<file path="src/rtl/mips_prog_loader_if.sv">
`default_nettype none
// ============================================================================
// mips_prog_loader_if : byte-stream input and instruction-memory write bus
// Revision: 1.0
// ============================================================================
interface mips_prog_loader_if #(
    parameter int DATA_WIDTH      = 32,
    parameter int IMEM_ADDR_WIDTH = 8
);
    logic [7:0]                 rx_data;
    logic                       rx_valid;
    logic                       rx_ready;
    logic                       imem_we;
    logic [IMEM_ADDR_WIDTH-1:0] imem_addr;
    logic [DATA_WIDTH-1:0]      imem_wdata;

    modport slave  (input  rx_data, rx_valid,
                    output rx_ready, imem_we, imem_addr, imem_wdata);
    modport master (output rx_data, rx_valid,
                    input  rx_ready, imem_we, imem_addr, imem_wdata);
endinterface
`default_nettype wire

</file>
<file path="src/rtl/mips_prog_loader.sv">
`default_nettype none
// ============================================================================
// mips_prog_loader : assembles MSB-first program bytes into words, writes them
// to instruction memory, then runs the CPU until it halts.
// Revision: 1.0
// ============================================================================
module mips_prog_loader #(
    parameter int                    DATA_WIDTH      = 32,
    parameter int                    IMEM_ADDR_WIDTH = 8,
    parameter logic [DATA_WIDTH-1:0] HALT_WORD       = 32'hFFFF_FFFF
) (
    input  wire logic                     clk,
    input  wire logic                     reset,
    mips_prog_loader_if.slave             bus,
    input  wire logic                     i_cpu_halt,
    output logic                          o_cpu_reset,
    output logic [IMEM_ADDR_WIDTH:0]      o_word_count,
    output logic                          o_done,
    output logic                          o_error
);
    typedef enum logic [2:0] {
        S_LOAD  = 3'd0,
        S_WRITE = 3'd1,
        S_RUN   = 3'd2,
        S_DONE  = 3'd3,
        S_ERROR = 3'd4
    } state_t;

    localparam logic [IMEM_ADDR_WIDTH-1:0] c_LAST_ADDR = '1;

    state_t                     r_state;
    state_t                     w_next;
    logic [1:0]                 r_byte_cnt;
    logic [DATA_WIDTH-9:0]      r_shift;
    logic [IMEM_ADDR_WIDTH-1:0] r_ptr;
    logic [IMEM_ADDR_WIDTH:0]   r_word_count;
    logic                       r_rx_ready;
    logic                       r_imem_we;
    logic [IMEM_ADDR_WIDTH-1:0] r_imem_addr;
    logic [DATA_WIDTH-1:0]      r_imem_wdata;
    logic                       r_cpu_reset;
    logic                       r_done;
    logic                       r_error;
    logic                       w_accept;
    logic [DATA_WIDTH-1:0]      w_word;

    assign w_accept = bus.rx_valid && r_rx_ready;
    assign w_word   = {r_shift, bus.rx_data};

    always_ff @(posedge clk) begin
        if (!reset) r_state <= S_LOAD;
        else        r_state <= w_next;
    end

    always_comb begin
        w_next = r_state;
        case (r_state)
            S_LOAD:  if (w_accept && r_byte_cnt == 2'd3) w_next = S_WRITE;
            S_WRITE: begin
                if (r_imem_wdata == HALT_WORD)  w_next = S_RUN;
                else if (r_ptr == c_LAST_ADDR)  w_next = S_ERROR;
                else                            w_next = S_LOAD;
            end
            S_RUN:   if (i_cpu_halt) w_next = S_DONE;
            S_DONE:  w_next = S_DONE;
            S_ERROR: w_next = S_ERROR;
            default: w_next = S_LOAD;
        endcase
    end

    // Outputs are registered from the next state so they line up with r_state.
    always_ff @(posedge clk) begin
        if (!reset) begin
            r_byte_cnt   <= '0;
            r_shift      <= '0;
            r_ptr        <= '0;
            r_word_count <= '0;
            r_rx_ready   <= 1'b0;
            r_imem_we    <= 1'b0;
            r_imem_addr  <= '0;
            r_imem_wdata <= '0;
            r_cpu_reset  <= 1'b1;
            r_done       <= 1'b0;
            r_error      <= 1'b0;
        end else begin
            r_rx_ready  <= (w_next == S_LOAD);
            r_imem_we   <= (w_next == S_WRITE);
            r_cpu_reset <= !((w_next == S_RUN) || (w_next == S_DONE));
            r_done      <= (w_next == S_DONE);
            r_error     <= (w_next == S_ERROR);
            if (w_accept) begin
                r_shift    <= w_word[DATA_WIDTH-9:0];
                r_byte_cnt <= r_byte_cnt + 2'd1;
                if (r_byte_cnt == 2'd3) begin
                    r_imem_wdata <= w_word;
                    r_imem_addr  <= r_ptr;
                end
            end
            if (r_state == S_WRITE) begin
                r_word_count <= r_word_count + 1'b1;
                if (w_next == S_LOAD) r_ptr <= r_ptr + 1'b1;
            end
        end
    end

    assign bus.rx_ready   = r_rx_ready;
    assign bus.imem_we    = r_imem_we;
    assign bus.imem_addr  = r_imem_addr;
    assign bus.imem_wdata = r_imem_wdata;
    assign o_cpu_reset    = r_cpu_reset;
    assign o_word_count   = r_word_count;
    assign o_done         = r_done;
    assign o_error        = r_error;
endmodule
`default_nettype wire

</file>
<file path="src/flat_wrapper.sv">
// flat-port wrapper written by rule: the top's interface ports become plain ports
module mips_prog_loader_flat 
#(
    parameter int                    DATA_WIDTH      = 32,
    parameter int                    IMEM_ADDR_WIDTH = 8,
    parameter logic [DATA_WIDTH-1:0] HALT_WORD       = 32'hFFFF_FFFF
)
  (clk, reset, i_cpu_halt, o_cpu_reset, o_word_count, o_done, o_error, bus_rx_data, bus_rx_valid, bus_rx_ready, bus_imem_we, bus_imem_addr, bus_imem_wdata);
  mips_prog_loader_if #(.DATA_WIDTH(DATA_WIDTH), .IMEM_ADDR_WIDTH(IMEM_ADDR_WIDTH)) bus_i ();
  input  wire logic clk;
  input  wire logic reset;
  input  wire logic i_cpu_halt;
  output logic o_cpu_reset;
  output logic [IMEM_ADDR_WIDTH:0] o_word_count;
  output logic o_done;
  output logic o_error;
  input wire logic [$bits(bus_i.rx_data)-1:0] bus_rx_data;
  input wire logic [$bits(bus_i.rx_valid)-1:0] bus_rx_valid;
  output wire logic [$bits(bus_i.rx_ready)-1:0] bus_rx_ready;
  output wire logic [$bits(bus_i.imem_we)-1:0] bus_imem_we;
  output wire logic [$bits(bus_i.imem_addr)-1:0] bus_imem_addr;
  output wire logic [$bits(bus_i.imem_wdata)-1:0] bus_imem_wdata;
  assign bus_i.rx_data = bus_rx_data;
  assign bus_i.rx_valid = bus_rx_valid;
  assign bus_rx_ready = bus_i.rx_ready;
  assign bus_imem_we = bus_i.imem_we;
  assign bus_imem_addr = bus_i.imem_addr;
  assign bus_imem_wdata = bus_i.imem_wdata;
  mips_prog_loader #(.DATA_WIDTH(DATA_WIDTH), .IMEM_ADDR_WIDTH(IMEM_ADDR_WIDTH), .HALT_WORD(HALT_WORD)) u_core (.clk(clk), .reset(reset), .bus(bus_i), .i_cpu_halt(i_cpu_halt), .o_cpu_reset(o_cpu_reset), .o_word_count(o_word_count), .o_done(o_done), .o_error(o_error));
endmodule
</file>
<file path="config.mk">
export PLATFORM = sky130hd
export DESIGN_NAME = mips_prog_loader_flat
export DESIGN_NICKNAME = d
export VERILOG_FILES = /design/src/rtl/mips_prog_loader_if.sv /design/src/rtl/mips_prog_loader.sv /design/src/flat_wrapper.sv
export SDC_FILE = /design/constraint.sdc
export NUM_CORES = 1
export LEC_CHECK = 0
export BUFFER_PORTS_ARGS = -buffer_cell sky130_fd_sc_hd__buf_4
export CORE_ASPECT_RATIO = 0.6
export CORE_UTILIZATION = 30
export DETAILED_ROUTE_END_ITERATION = 8
export REMOVE_ABC_BUFFERS = 1
export SYNTH_ARGS = -nofsm -noshare
export SYNTH_HDL_FRONTEND = slang
export SYNTH_SLANG_ARGS = --single-unit
</file>
<file path="constraint.sdc">
create_clock -name clk -period 2.1 [get_ports clk]
set_input_delay 0.21 -clock clk [delete_from_list [all_inputs] [get_ports clk]]
set_output_delay 0.21 -clock clk [all_outputs]
set_load 0.05 [all_outputs]
</file>
Word-level counts from Yosys, hierarchy flattened:

Cells that the tools add are included.

* word-level logic and storage cells: 39
* input bits: 12
* bits in registers: 91

* equal/unequal tests: 11
* reduce and logical (&&, ||, !) cells: 8
* muxes and demuxes: 5
* $add $sub $neg: 3

Operators by type and width (number)
* equality test 32 bit (second input constant): 1
* one-hot mux 3 bit (5 select lines): 1
* equality test 3 x 2 -> 1 bit (second input constant): 4
* two-way mux 3 bit: 4
* adder 9 x 1 -> 9 bit (second input constant): 1
* adder 8 x 1 -> 8 bit (second input constant): 1
* equality test 8 bit (second input constant): 1
* equality test 3 x 1 -> 1 bit (second input constant): 2
* equality test 3 bit (second input constant): 2
* zero test 3 bit: 2
* AND reduction 2 bit: 2
* adder 2 x 1 -> 2 bit (second input constant): 1
* equality test 2 bit (second input constant): 1
* logical AND 1 bit: 2
* zero test 1 bit: 1
* logical OR 1 bit: 1

Depth between registers and ports, before layout:

Gate-level depths: netlist of run 1.

* depth in word-level cells: 7
* mapped depth: 7
* depth with buffers taken out: 6

Worst setup path after synthesis of run 1:

OpenSTA, ideal clock, no wires.

* path kind: register to register
* start: reg u_core.r_imem_wdata[3] (netlist: u_core.bus.imem_wdata[3])
* end: reg u_core.r_cpu_reset (netlist: u_core.o_cpu_reset)
* library setup time: 0.123 ns
* stages on the path, launching flop included: 7
* arrival time: 1.822 ns
* buffers on the path: 1
* slack: 0.155 ns
* cells stage by stage: dfxtp_1 -> nand4_1 -> nor4_1 -> and2_1 -> buf_2 -> a21oi_1 -> or2_2

* cells in the longest elaborated chain, start to end: 6
* elaborated cells on any way between the ends: 7
* classes of those cells: eq/ne: 3; mux: 2; reduce/logical: 2

Ends and longest elaborated chain
* from (decl): RTL line mips_prog_loader.sv:40 `logic [DATA_WIDTH-1:0] r_imem_wdata;`
* from (signal assigned): RTL line mips_prog_loader.sv:95 `r_imem_wdata <= w_word;`
* equality test 32 bit (*): RTL line mips_prog_loader.sv:60 `if (r_imem_wdata == HALT_WORD) w_next = S_RUN;`
* two-way mux 3 bit (*): RTL line mips_prog_loader.sv:60
* one-hot mux 3 bit (5 select lines) (*): RTL line mips_prog_loader.sv:57 `case (r_state)`
* equality test 3 x 2 -> 1 bit: RTL line mips_prog_loader.sv:88 `r_cpu_reset <= !((w_next == S_RUN) || (w_next == S_DONE));`
* logical OR 1 bit (*): RTL line mips_prog_loader.sv:88
* zero test 1 bit (*): RTL line mips_prog_loader.sv:88
* to (signal assigned): RTL line mips_prog_loader.sv:88
* to (decl): RTL line mips_prog_loader.sv:41 `logic r_cpu_reset;`

Every way passes the cells marked *; elsewhere a longest branch is shown, timed or not.
A chain may end at the register's enable or synchronous reset.

Final worst setup path of run 1:

* start: reg u_core.r_imem_wdata[25] (netlist: u_core.bus.imem_wdata[25])
* end: reg u_core.r_ptr[4]

* cells in the longest elaborated chain, start to end: 5

Ends and longest elaborated chain
* equality test 32 bit: RTL line mips_prog_loader.sv:60
* two-way mux 3 bit: RTL line mips_prog_loader.sv:60
* one-hot mux 3 bit (5 select lines): RTL line mips_prog_loader.sv:57
* zero test 3 bit: RTL line mips_prog_loader.sv:101 `if (w_next == S_LOAD) r_ptr <= r_ptr + 1'b1;`
* AND reduction 2 bit (no source line)
* to (signal assigned): RTL line mips_prog_loader.sv:101
* to (decl): RTL line mips_prog_loader.sv:35 `logic [IMEM_ADDR_WIDTH-1:0] r_ptr;`

No other way between the ends.

==> run summary, run 1 <==
CTS H-Tree Depth = 3
Hold Vio Cnt, Final = 0
Setup violators final = 0
Critical-path cell list = nand4_1 > nor4_1 > and2_1 > buf_4 > or3_1 > mux2i_1
Post-synthesis sequential area ratio = 0.527
Via/cell ratio = 4.83
Fin worst setup slack = 0.211 ns
Slew Limit Fails = 0
Initial DRC Count = 163
CTS Buffer Depth = 2
Post-CTS sizing = 0
Hold-fix buffers at CTS = 0
Share of power burned in registers = 0.512
ANT nets after route = 0
Clock-pin slew on the worst setup and hold paths = 0.06 ns
Setup crit start kind = flop
Global-route wire length before repair = 13600 µm
Worst-skew pair later-pin latency = 0.34 ns
Port bufs = 65
Vias = 3037
P&R area growth vs syn = 26.6%
Highest-count cells in the layout ignoring fill and taps = nand2_1, dfxtp_1, a21oi_1
Synth area leaders = dfxtp_1, nand2_1, a21oi_1, nand4_1, clkbuf_1
Fillcell total = 1119
TritonCTS clock tree = built
Synth warn = 0
Vias in the first global route = 2627
Syn Inst Count = 429
CP bufs+invs = 1
Kind of end point of the critical path = flop
Gr usage total = 0.147
Min-Delay Path Class = input port to flop
I/O Pins = 66
Power Total = 3.42 mW
FF+latch area = 1820 µm²
Die height = 85.1 µm
ANT cells = 0
Gpl congestion = 0.785
Clk_skew = 0.00670 ns
Crit Path Class = flop to flop
Clock share of power = 0.456
WP data required = 2.37 ns
Placed Cells = 614
DRT Pass-1 Iters = 4
Mean Syn Cell Area = 8.06 µm²
Clk root buf = clkbuf_16
Worst-margin pin slew = 0.913 ns
Non-Filler Instances = 629
Arr. time, crit path = 2.16 ns
Top cell type's share of synthesized area = 0.527
Post-CTS setup buffer count = 0
Die area = 12000 µm²
Layout cells sized above 1 = 0.188
Fmax = 530 MHz
DRT Wirelength = 8480 µm
Sw Ratio = 0.213
Routed len/inst = 13.5 µm
P_sw = 0.729 mW
Critical-path top delay cell = nor4_1
Fin nets = 501
Place WS = 0.238 ns
Core box area = 10900 µm²
Global route overflow = 0
Critical-path maximum fanout = 5
Row Count = 29
Synth unique cells = 31
Combinational power share = 0.031
Commonest non-fill, non-tap cell in the layout = nand2_1
Initial Util = 0.317
Largest net degree at the start of global routing = 40
Crit path time final = 1.89 ns
Footprint of the multi-input gates = 1510 µm²
Final Core Density = 0.402
Max-cap violations = 0
Top cell type by total area after synthesis = dfxtp_1
Crit-path leading delay family = simple AND/OR/NAND/NOR gates
RSZ-0062 raised after global routing = no
DP Wirelength = 5850 µm
Die width = 141 µm
Mapped Area = 3460 µm²
Power Dens Cells = 781 nW/µm²
Residual DRC = 0
CP peak stage delay = 0.51 ns
Slew margin rel. = 0.390
Int Power = 2.69 mW
Clk sink count = 91
Initial antenna violation count = 0
TritonCTS buffer count = 9
LEAKAGE = 1.62 nW
FF+latch count, synth = 91
VDD IR-drop max = 0.422 mV
Status = complete, no violations
Period utilization = 0.899
[layout make-up]
class | instances | share of cell area
Sequential cell | 91 | 0.416
Multi-Input combinational cell | 308 | 0.345
Timing Repair Buffer | 73 | 0.131
Clock buffer | 10 | 0.0523
Tap cell | 139 | 0.0397
Clock inverter | 5 | 0.0126
Inverter | 3 | 0.00257
[cells in the mapped netlist]
master,count
buf_2,2
nor4_1,4
o311ai_1,1
nor3b_4,1
inv_1,1
a21oi_1,72
dfxtp_1,91
nor2_1,16
inv_2,2
nand2_1,148
buf_1,3
nand2b_1,6
nand3_1,2
xor2_1,5
and2_1,3
a211oi_1,2
a41oi_1,2
or3_1,4
o21ai_0,3
o31ai_1,1
ha_1,3
buf_6,1
and3_1,5
mux2i_1,7
xnor2_1,2
clkbuf_1,21
a31o_2,1
or2_2,1
nand4_1,16
or4_1,2
or2_0,1
[stage by stage]
stage / hold WS [ns] / setup TNS, ns / instance area, µm²
floorplan: 0.346 / -11.96 / 3340
global placement: 0.442 / 0 / 4090
detailed placement: 0.445 / 0 / 4090
CTS: 0.108 / 0 / 4380
global route: 0.111 / 0 / 4380
finish: 0.123 / 0 / 4380
[routing by layer]
layer | part of all wire | global-route usage | up-vias
met1 | 0.54 | 0.214 | 1420
li1 | - | - | 1547
met5 | 0 | 0 | -
met4 | 0.011 | 0.0504 | 0
met2 | 0.38 | 0.186 | 60
met3 | 0.072 | 0.0655 | 10
[final timing paths]
| kind | from | to | slack [ns] | depth (start not counted) |
|---|---|---|---|---|
| min reg2reg | u_core.r_shift[18] | u_core.bus.imem_wdata[26] | 0.45 | 2 |
| min | bus_rx_data[3] | u_core.r_shift[3] | 0.12 | 3 |
| max | u_core.bus.imem_wdata[25] | u_core.r_ptr[4] | 0.21 | 6 |
| max reg2reg | u_core.bus.imem_wdata[25] | u_core.r_ptr[4] | 0.21 | 6 |
[registers in the layout, indices dropped and copies added (netlist names)]
| signal | cells |
|---|---|
| u_core.o_error | 1 |
| u_core.bus.imem_we | 1 |
| u_core.o_word_count | 9 |
| u_core.r_state | 3 |
| u_core.r_ptr | 8 |
| u_core.r_byte_cnt | 2 |
| u_core.o_done | 1 |
| u_core.bus.imem_addr | 8 |
| u_core.bus.imem_wdata | 32 |
| u_core.bus.rx_ready | 1 |
| u_core.o_cpu_reset | 1 |
| u_core.r_shift | 24 |
[power groups by stage]
stage / Combinational [mW] / Clock [mW] / Sequential (mW)
final: 0.107 / 1.56 / 1.75
after global routing: 0.119 / 1.70 / 1.75
after CTS: 0.108 / 1.60 / 1.75
after detailed placement: 0.108 / 0 / 1.79
after global placement: 0.107 / 0 / 1.79
after floorplan: 0.0488 / 0 / 1.79
[kinds of logic (layout without fill, tap and decap cells)]
family / Yosys count / in the layout / share of synthesized area
DFF: 91 / 91 / 0.527
xor gates and xnor gates: 7 / 7 / 0.0177
adders and majority gates: 3 / 3 / 0.0109
and+or+nand+nor: 209 / 209 / 0.263
muxes: 7 / 7 / 0.0203
AOI/OAI and AO/OA: 82 / 82 / 0.125
buffers and inverters: 30 / 91 / 0.0355
[worst register-to-register path: stages, from the launching register on]
cell and delay, ns:
dfxtp_1 0.38, nand4_1 0.17, nor4_1 0.51, and2_1 0.31
buf_4 0.17, or3_1 0.12, mux2i_1 0.17
Power figures use the tool's default switching activity.
==> run 2: changes to the inputs <==
ABC_CLOCK_PERIOD_IN_PS = 2100   (was default)
SETUP_SLACK_MARGIN = 0.3   (was default)
==> run 2 against run 1 <==
- final area up 1.6%
- hold slack about the same
- critical endpoint is now u_core.r_ptr[3]
- flip-flop and latch count stayed put
- largest cell class unchanged
- wire length is 1.1% higher
- critical path type unchanged
- largest power group unchanged
==> run summary, run 2 (synthesis results as in run 1) <==
Status = complete, no violations (unchanged)
Kind of end point of the critical path = flop (unchanged)
Vias = 3039 (was 3037)
Slew Limit Fails = 0 (unchanged)
Worst hold path depth = 3 (unchanged)
Worst r2r path cells = 7 (was 6)
Port bufs = 65 (unchanged)
Setup violators final = 0 (unchanged)
Non-Filler Instances = 633 (was 629)
LEAKAGE = 1.67 nW (was 1.62 nW)
M1 GR Usage = 0.214 (about the same)
P&R area growth vs syn = 28.6% (was 26.6%)
Initial antenna violation count = 0 (unchanged)
Clk_skew = 0.00676 ns (was 0.00670 ns)
Period utilization = 0.824 (was 0.899)
Clk sink count = 91 (unchanged)
CTS Buffer Depth = 2 (unchanged)
WP data required = 2.37 ns (about the same)
Gr usage total = 0.147 (about the same)
CTS H-Tree Depth = 3 (unchanged)
DRT Wirelength = 8570 µm (was 8480 µm)
RSZ-0062 raised after global routing = yes (was no)
Placed Cells = 614 (unchanged)
Min Hold Slack = 0.123 ns (about the same)
Max reg flops = 32 (unchanged)
Via/cell ratio = 4.80 (was 4.83)
Fmax = 578 MHz (was 530 MHz)
DP Wirelength = 5850 µm (unchanged)
Worst-skew pair later-pin latency = 0.34 ns (about the same)
Critical-path maximum fanout = 5 (unchanged)
Arr. time, crit path = 2.00 ns (was 2.16 ns)
Vias in the first global route = 2632 (was 2627)
Initial Util = 0.317 (unchanged)
Crit path time final = 1.73 ns (was 1.89 ns)
Setup TNS after final layout = 0 ns (unchanged)
Routed len/inst = 13.5 µm (about the same)
Crit Path Class = flop to flop (unchanged)
Commonest non-fill, non-tap cell in the layout = nand2_1 (unchanged)
Initial DRC Count = 163 (unchanged)
Slew margin rel. = 0.386 (was 0.390)
Fillcell total = 1112 (was 1119)
Setup crit start kind = flop (unchanged)
Gpl congestion = 0.785 (unchanged)
Power Total = 3.41 mW (was 3.42 mW)
VDD IR-drop max = 0.422 mV (about the same)
FF+latch area = 1830 µm² (was 1820 µm²)
Die width = 141 µm (unchanged)
Fin nets = 505 (was 501)
Met3 Track Usage GR = 0.0655 (unchanged)
I/O Pins = 66 (unchanged)
Hold Vio Cnt, Final = 0 (unchanged)
M2 GR Usage = 0.188 (was 0.186)
Power Dens Cells = 767 nW/µm² (was 781 nW/µm²)
TritonCTS clock tree = built (unchanged)
Highest-count cells in the layout ignoring fill and taps = nand2_1, dfxtp_1, buf_4 (was nand2_1, dfxtp_1, a21oi_1)
ANT nets after route = 0 (unchanged)
Footprint of the multi-input gates = 1550 µm² (was 1510 µm²)
DRT Pass-1 Iters = 4 (unchanged)
ANT cells = 0 (unchanged)
Layout cells sized above 1 = 0.215 (was 0.188)
Hold-fix buffers at CTS = 0 (unchanged)
Core box area = 10900 µm² (unchanged)
Gr busiest metal = met1 (unchanged)
Die area = 12000 µm² (unchanged)
Largest net degree at the start of global routing = 40 (unchanged)
Global route overflow = 0 (unchanged)
Clk root buf = clkbuf_16 (unchanged)
Row Count = 29 (unchanged)
Die height = 85.1 µm (unchanged)
Worst-margin pin slew = 0.919 ns (was 0.913 ns)
Clock-pin slew on the worst setup and hold paths = 0.06 ns (about the same)
Min-Delay Path Class = input port to flop (unchanged)
Residual DRC = 0 (unchanged)
Global-route wire length before repair = 13600 µm (about the same)
TritonCTS buffer count = 9 (unchanged)
Max-cap violations = 0 (unchanged)
## run 2: worst paths after layout
path                             from                         to  slack (ns)
max          u_core.bus.imem_wdata[7]            u_core.r_ptr[3]        0.37
min                    bus_rx_data[3]          u_core.r_shift[3]        0.12
max reg2reg  u_core.bus.imem_wdata[7]            u_core.r_ptr[3]        0.37
min reg2reg        u_core.r_shift[18]  u_core.bus.imem_wdata[26]        0.45
## run 2: timing repair
item / in CTS / in global routing
setup endpoints to repair: 7 / 10
pin swaps: 0 / 5
setup buffers: 0 / 4
hold endpoints to repair: 0 / 0
gates resized for setup: 3 / 9
## run 2: cell type report
cell class                      instances  share of cell area
Clock buffer                           10              0.0515
Clock inverter                          5              0.0124
Inverter                                3             0.00253
Multi-Input combinational cell        308               0.348
Sequential cell                        91               0.411
Tap cell                              139              0.0391
Timing Repair Buffer                   77               0.136
## run 2: worst max-delay path: stages, from the launching register on
cell and delay, ns:
dfxtp_1 0.34, nand4_1 0.17, nor4_2 0.06, buf_4 0.14, and2_2 0.20, buf_4 0.16, or4_1 0.46, a21oi_1 0.14
## run 2: routing by layer
layer  up-vias  routed length (µm)
met2        71                3440
met5         -                   0
met4         0                  32
met3         2                 630
li1       1554                   -
met1      1412                4470
## run 2: through the flow
stage                     instance area [µm²]  utilization  setup WS, ns
after floorplan                          3340            -        -0.292
after global placement                   4090        0.376         0.276
after detailed placement                 4090        0.376         0.238
after CTS                                4390        0.403         0.303
after global routing                     4440        0.408         0.289
final                                    4440        0.408         0.369
## run 2: power by group
group / switching, mW / total, mW / internal, mW / leakage [nW]
clock: 0.642 / 1.55 / 0.911 / 0.134
combinational: 0.0700 / 0.107 / 0.0373 / 0.794
sequential: 0.0103 / 1.75 / 1.74 / 0.736
total: 0.723 / 3.41 / 2.69 / 1.67
==> run 3: changes to the inputs <==
ABC_CLOCK_PERIOD_IN_PS = 1800   (was 2100)
clock period = 1.8 ns   (was 2.1 ns; I/O delays follow)
==> run 3 against run 2 <==
- clock power grew 32%
- global-route usage grew 0.75 points
- sequential power increased by 17%
- via count rose by 1.9%
- clock skew increased by 0.0032 ns
- count of clock-buffer cells in the layout fell by 1
- critical path depth is the same
- non-clock buffer count increased by 6
- hold slack lost 0.045 ns
- wire length rose by 3.8%
- setup slack lost 0.19 ns
- combinational power increased by 16%
==> run summary, run 3 (synthesis results as in run 1) <==
Status = complete, no violations (unchanged)
Worst r2r path cells = 7 (unchanged)
Vias in the first global route = 2770 (was 2632)
Clk sink count = 91 (unchanged)
Fin worst setup slack = 0.176 ns (was 0.369 ns)
Global route overflow = 0 (unchanged)
ANT nets after route = 0 (unchanged)
Initial Util = 0.317 (unchanged)
Min-Delay Path Class = input port to flop (unchanged)
Die area = 12000 µm² (unchanged)
Initial antenna violation count = 0 (unchanged)
Max-cap violations = 0 (unchanged)
Gr usage total = 0.155 (was 0.147)
Hold path start = bus_rx_data[5] (was bus_rx_data[3])
I/O Pins = 66 (unchanged)
Global-route wire length before repair = 14300 µm (was 13600 µm)
Commonest non-fill, non-tap cell in the layout = nand2_1 (unchanged)
Kind of end point of the critical path = flop (unchanged)
LEAKAGE = 1.72 nW (was 1.67 nW)
TritonCTS buffer count = 9 (unchanged)
Reg2Reg Launch Point = u_core.bus.imem_wdata[14] (was u_core.bus.imem_wdata[7])
Max reg flops = 32 (unchanged)
Row Count = 29 (unchanged)
Place WS = -0.00701 ns (was 0.238 ns)
CTS H-Tree Depth = 3 (unchanged)
Fin nets = 511 (was 505)
WP data required = 2.08 ns (was 2.37 ns)
Hold Vio Cnt, Final = 0 (unchanged)
R2R Setup Slk = 0.18 ns (was 0.37 ns)
DP Wirelength = 6000 µm (was 5850 µm)
Port bufs = 65 (unchanged)
CTS Buffer Depth = 2 (unchanged)
Crit path time final = 1.62 ns (was 1.73 ns)
RSZ-0062 raised after global routing = yes (unchanged)
Hold-fix buffers at CTS = 0 (unchanged)
Fmax = 616 MHz (was 578 MHz)
Met3 WL post-DR = 484 µm (was 630 µm)
Die height = 85.1 µm (unchanged)
Largest net degree at the start of global routing = 42 (was 40)
Vias = 3096 (was 3039)
Setup violators final = 0 (unchanged)
Routed len/inst = 13.9 µm (was 13.5 µm)
Power Dens Cells = 914 nW/µm² (was 767 nW/µm²)
Crit Path Class = flop to flop (unchanged)
Hold EP = u_core.bus.imem_wdata[5] (was u_core.r_shift[3])
Reg2reg end = u_core.r_ptr[3] (unchanged)
Clk_skew = 0.0100 ns (was 0.00676 ns)
Met2 routed wirelength = 3570 µm (was 3440 µm)
Setup crit start kind = flop (unchanged)
Clock-pin slew on the worst setup and hold paths = 0.07 ns (was 0.06 ns)
Worst-margin pin slew = 0.421 ns (was 0.919 ns)
DRT Wirelength = 8900 µm (was 8570 µm)
Slew Limit Fails = 0 (unchanged)
Arr. time, crit path = 1.91 ns (was 2.00 ns)
Residual DRC = 0 (unchanged)
DRT Pass-1 Iters = 4 (unchanged)
P&R area growth vs syn = 33.1% (was 28.6%)
WL met1 = 4750 µm (was 4470 µm)
Min Hold Slack = 0.0778 ns (was 0.123 ns)
Worst hold path depth = 3 (unchanged)
Slew margin rel. = 0.719 (was 0.386)
DR top layer = met4 (unchanged)
Critical-path maximum fanout = 4 (was 5)
VDD IR-drop max = 0.482 mV (was 0.422 mV)
ANT cells = 0 (unchanged)
Highest-count cells in the layout ignoring fill and taps = nand2_1, buf_4, dfxtp_1 (was nand2_1, dfxtp_1, buf_4)
Initial DRC Count = 151 (was 163)
TritonCTS clock tree = built (unchanged)
Period utilization = 0.902 (was 0.824)
Clk root buf = clkbuf_16 (unchanged)
Layout cells sized above 1 = 0.263 (was 0.215)
Via/cell ratio = 4.84 (was 4.80)
Worst-skew pair later-pin latency = 0.34 ns (about the same)
Gpl congestion = 0.795 (was 0.785)
Core box area = 10900 µm² (unchanged)
Die width = 141 µm (unchanged)
run 3: cell count changes in the layout (fill, tap and decap cells not counted), sizes merged:
cell and delta:
clkinvlp -1, clkbuf -1, buf +6, inv +2, bufinv +1
run 3: how the worst max path moves through the flow:
stage,startpoint,endpoint,slack [ns],cells past startpoint
finish,u_core.bus.imem_wdata[14],u_core.r_ptr[3],0.18,7
global route,u_core.bus.imem_wdata[8],u_core.r_ptr[3],0.11,7
CTS,u_core.bus.imem_wdata[7],u_core.r_ptr[3],0.17,7
detailed placement,u_core.bus.imem_wdata[21],u_core.r_ptr[2],-0.007,5
global placement,u_core.bus.imem_wdata[8],u_core.r_ptr[2],-0.01,6
floorplan,u_core.bus.rx_ready,u_core.bus.imem_addr[0],-0.59,4
run 3: final cells by class:
| type | count | area (µm²) |
|---|---|---|
| Fill cell | 1112 | 6290 |
| Multi-Input combinational cell | 308 | 1590 |
| Tap cell | 139 | 174 |
| Inverter | 3 | 11.3 |
| Sequential cell | 91 | 1840 |
| Timing Repair Buffer | 83 | 656 |
| Clock buffer | 9 | 225 |
| Clock inverter | 7 | 98.8 |
run 3: per-stage QoR:
step                      TNS [ns]  utilization  area [µm²]  cells  power (mW)
after floorplan             -25.05            -        3340    402        2.15
after global placement     -0.0116        0.378        4110    617        2.21
after detailed placement  -0.00976        0.378        4110    617        2.21
after CTS                        0        0.419        4560    639        4.24
after global routing             0        0.422        4600    640        4.35
final                            0        0.422        4600    640        4.20
run 3: routing by layer:
layer	GRT usage	vias up
met4	0.0474	0
met3	0.0542	9
met5	0	-
li1	-	1569
met2	0.205	62
met1	0.230	1456
run 3: report_power, final:
part	leakage, nW	internal (mW)	switching (mW)
combinational	0.826	0.0404	0.0834
clock	0.156	1.23	0.811
sequential	0.741	2.03	0.0135
total	1.72	3.29	0.908
run 3: what timing repair did:
action / in CTS / in global routing
resized for setup: 26 / 13
pin swaps: 10 / 9
gates cloned: 0 / 0
setup endpoints to repair: 15 / 18
setup buffers: 6 / 1
run 3: worst max-delay path, stage by stage, from the launching register on:
cell	delay (ns)
dfxtp_1	0.33
nand4_1	0.16
nor4_2	0.06
buf_4	0.15
and2_4	0.15
buf_6	0.12
or4_4	0.47
a21oi_2	0.11
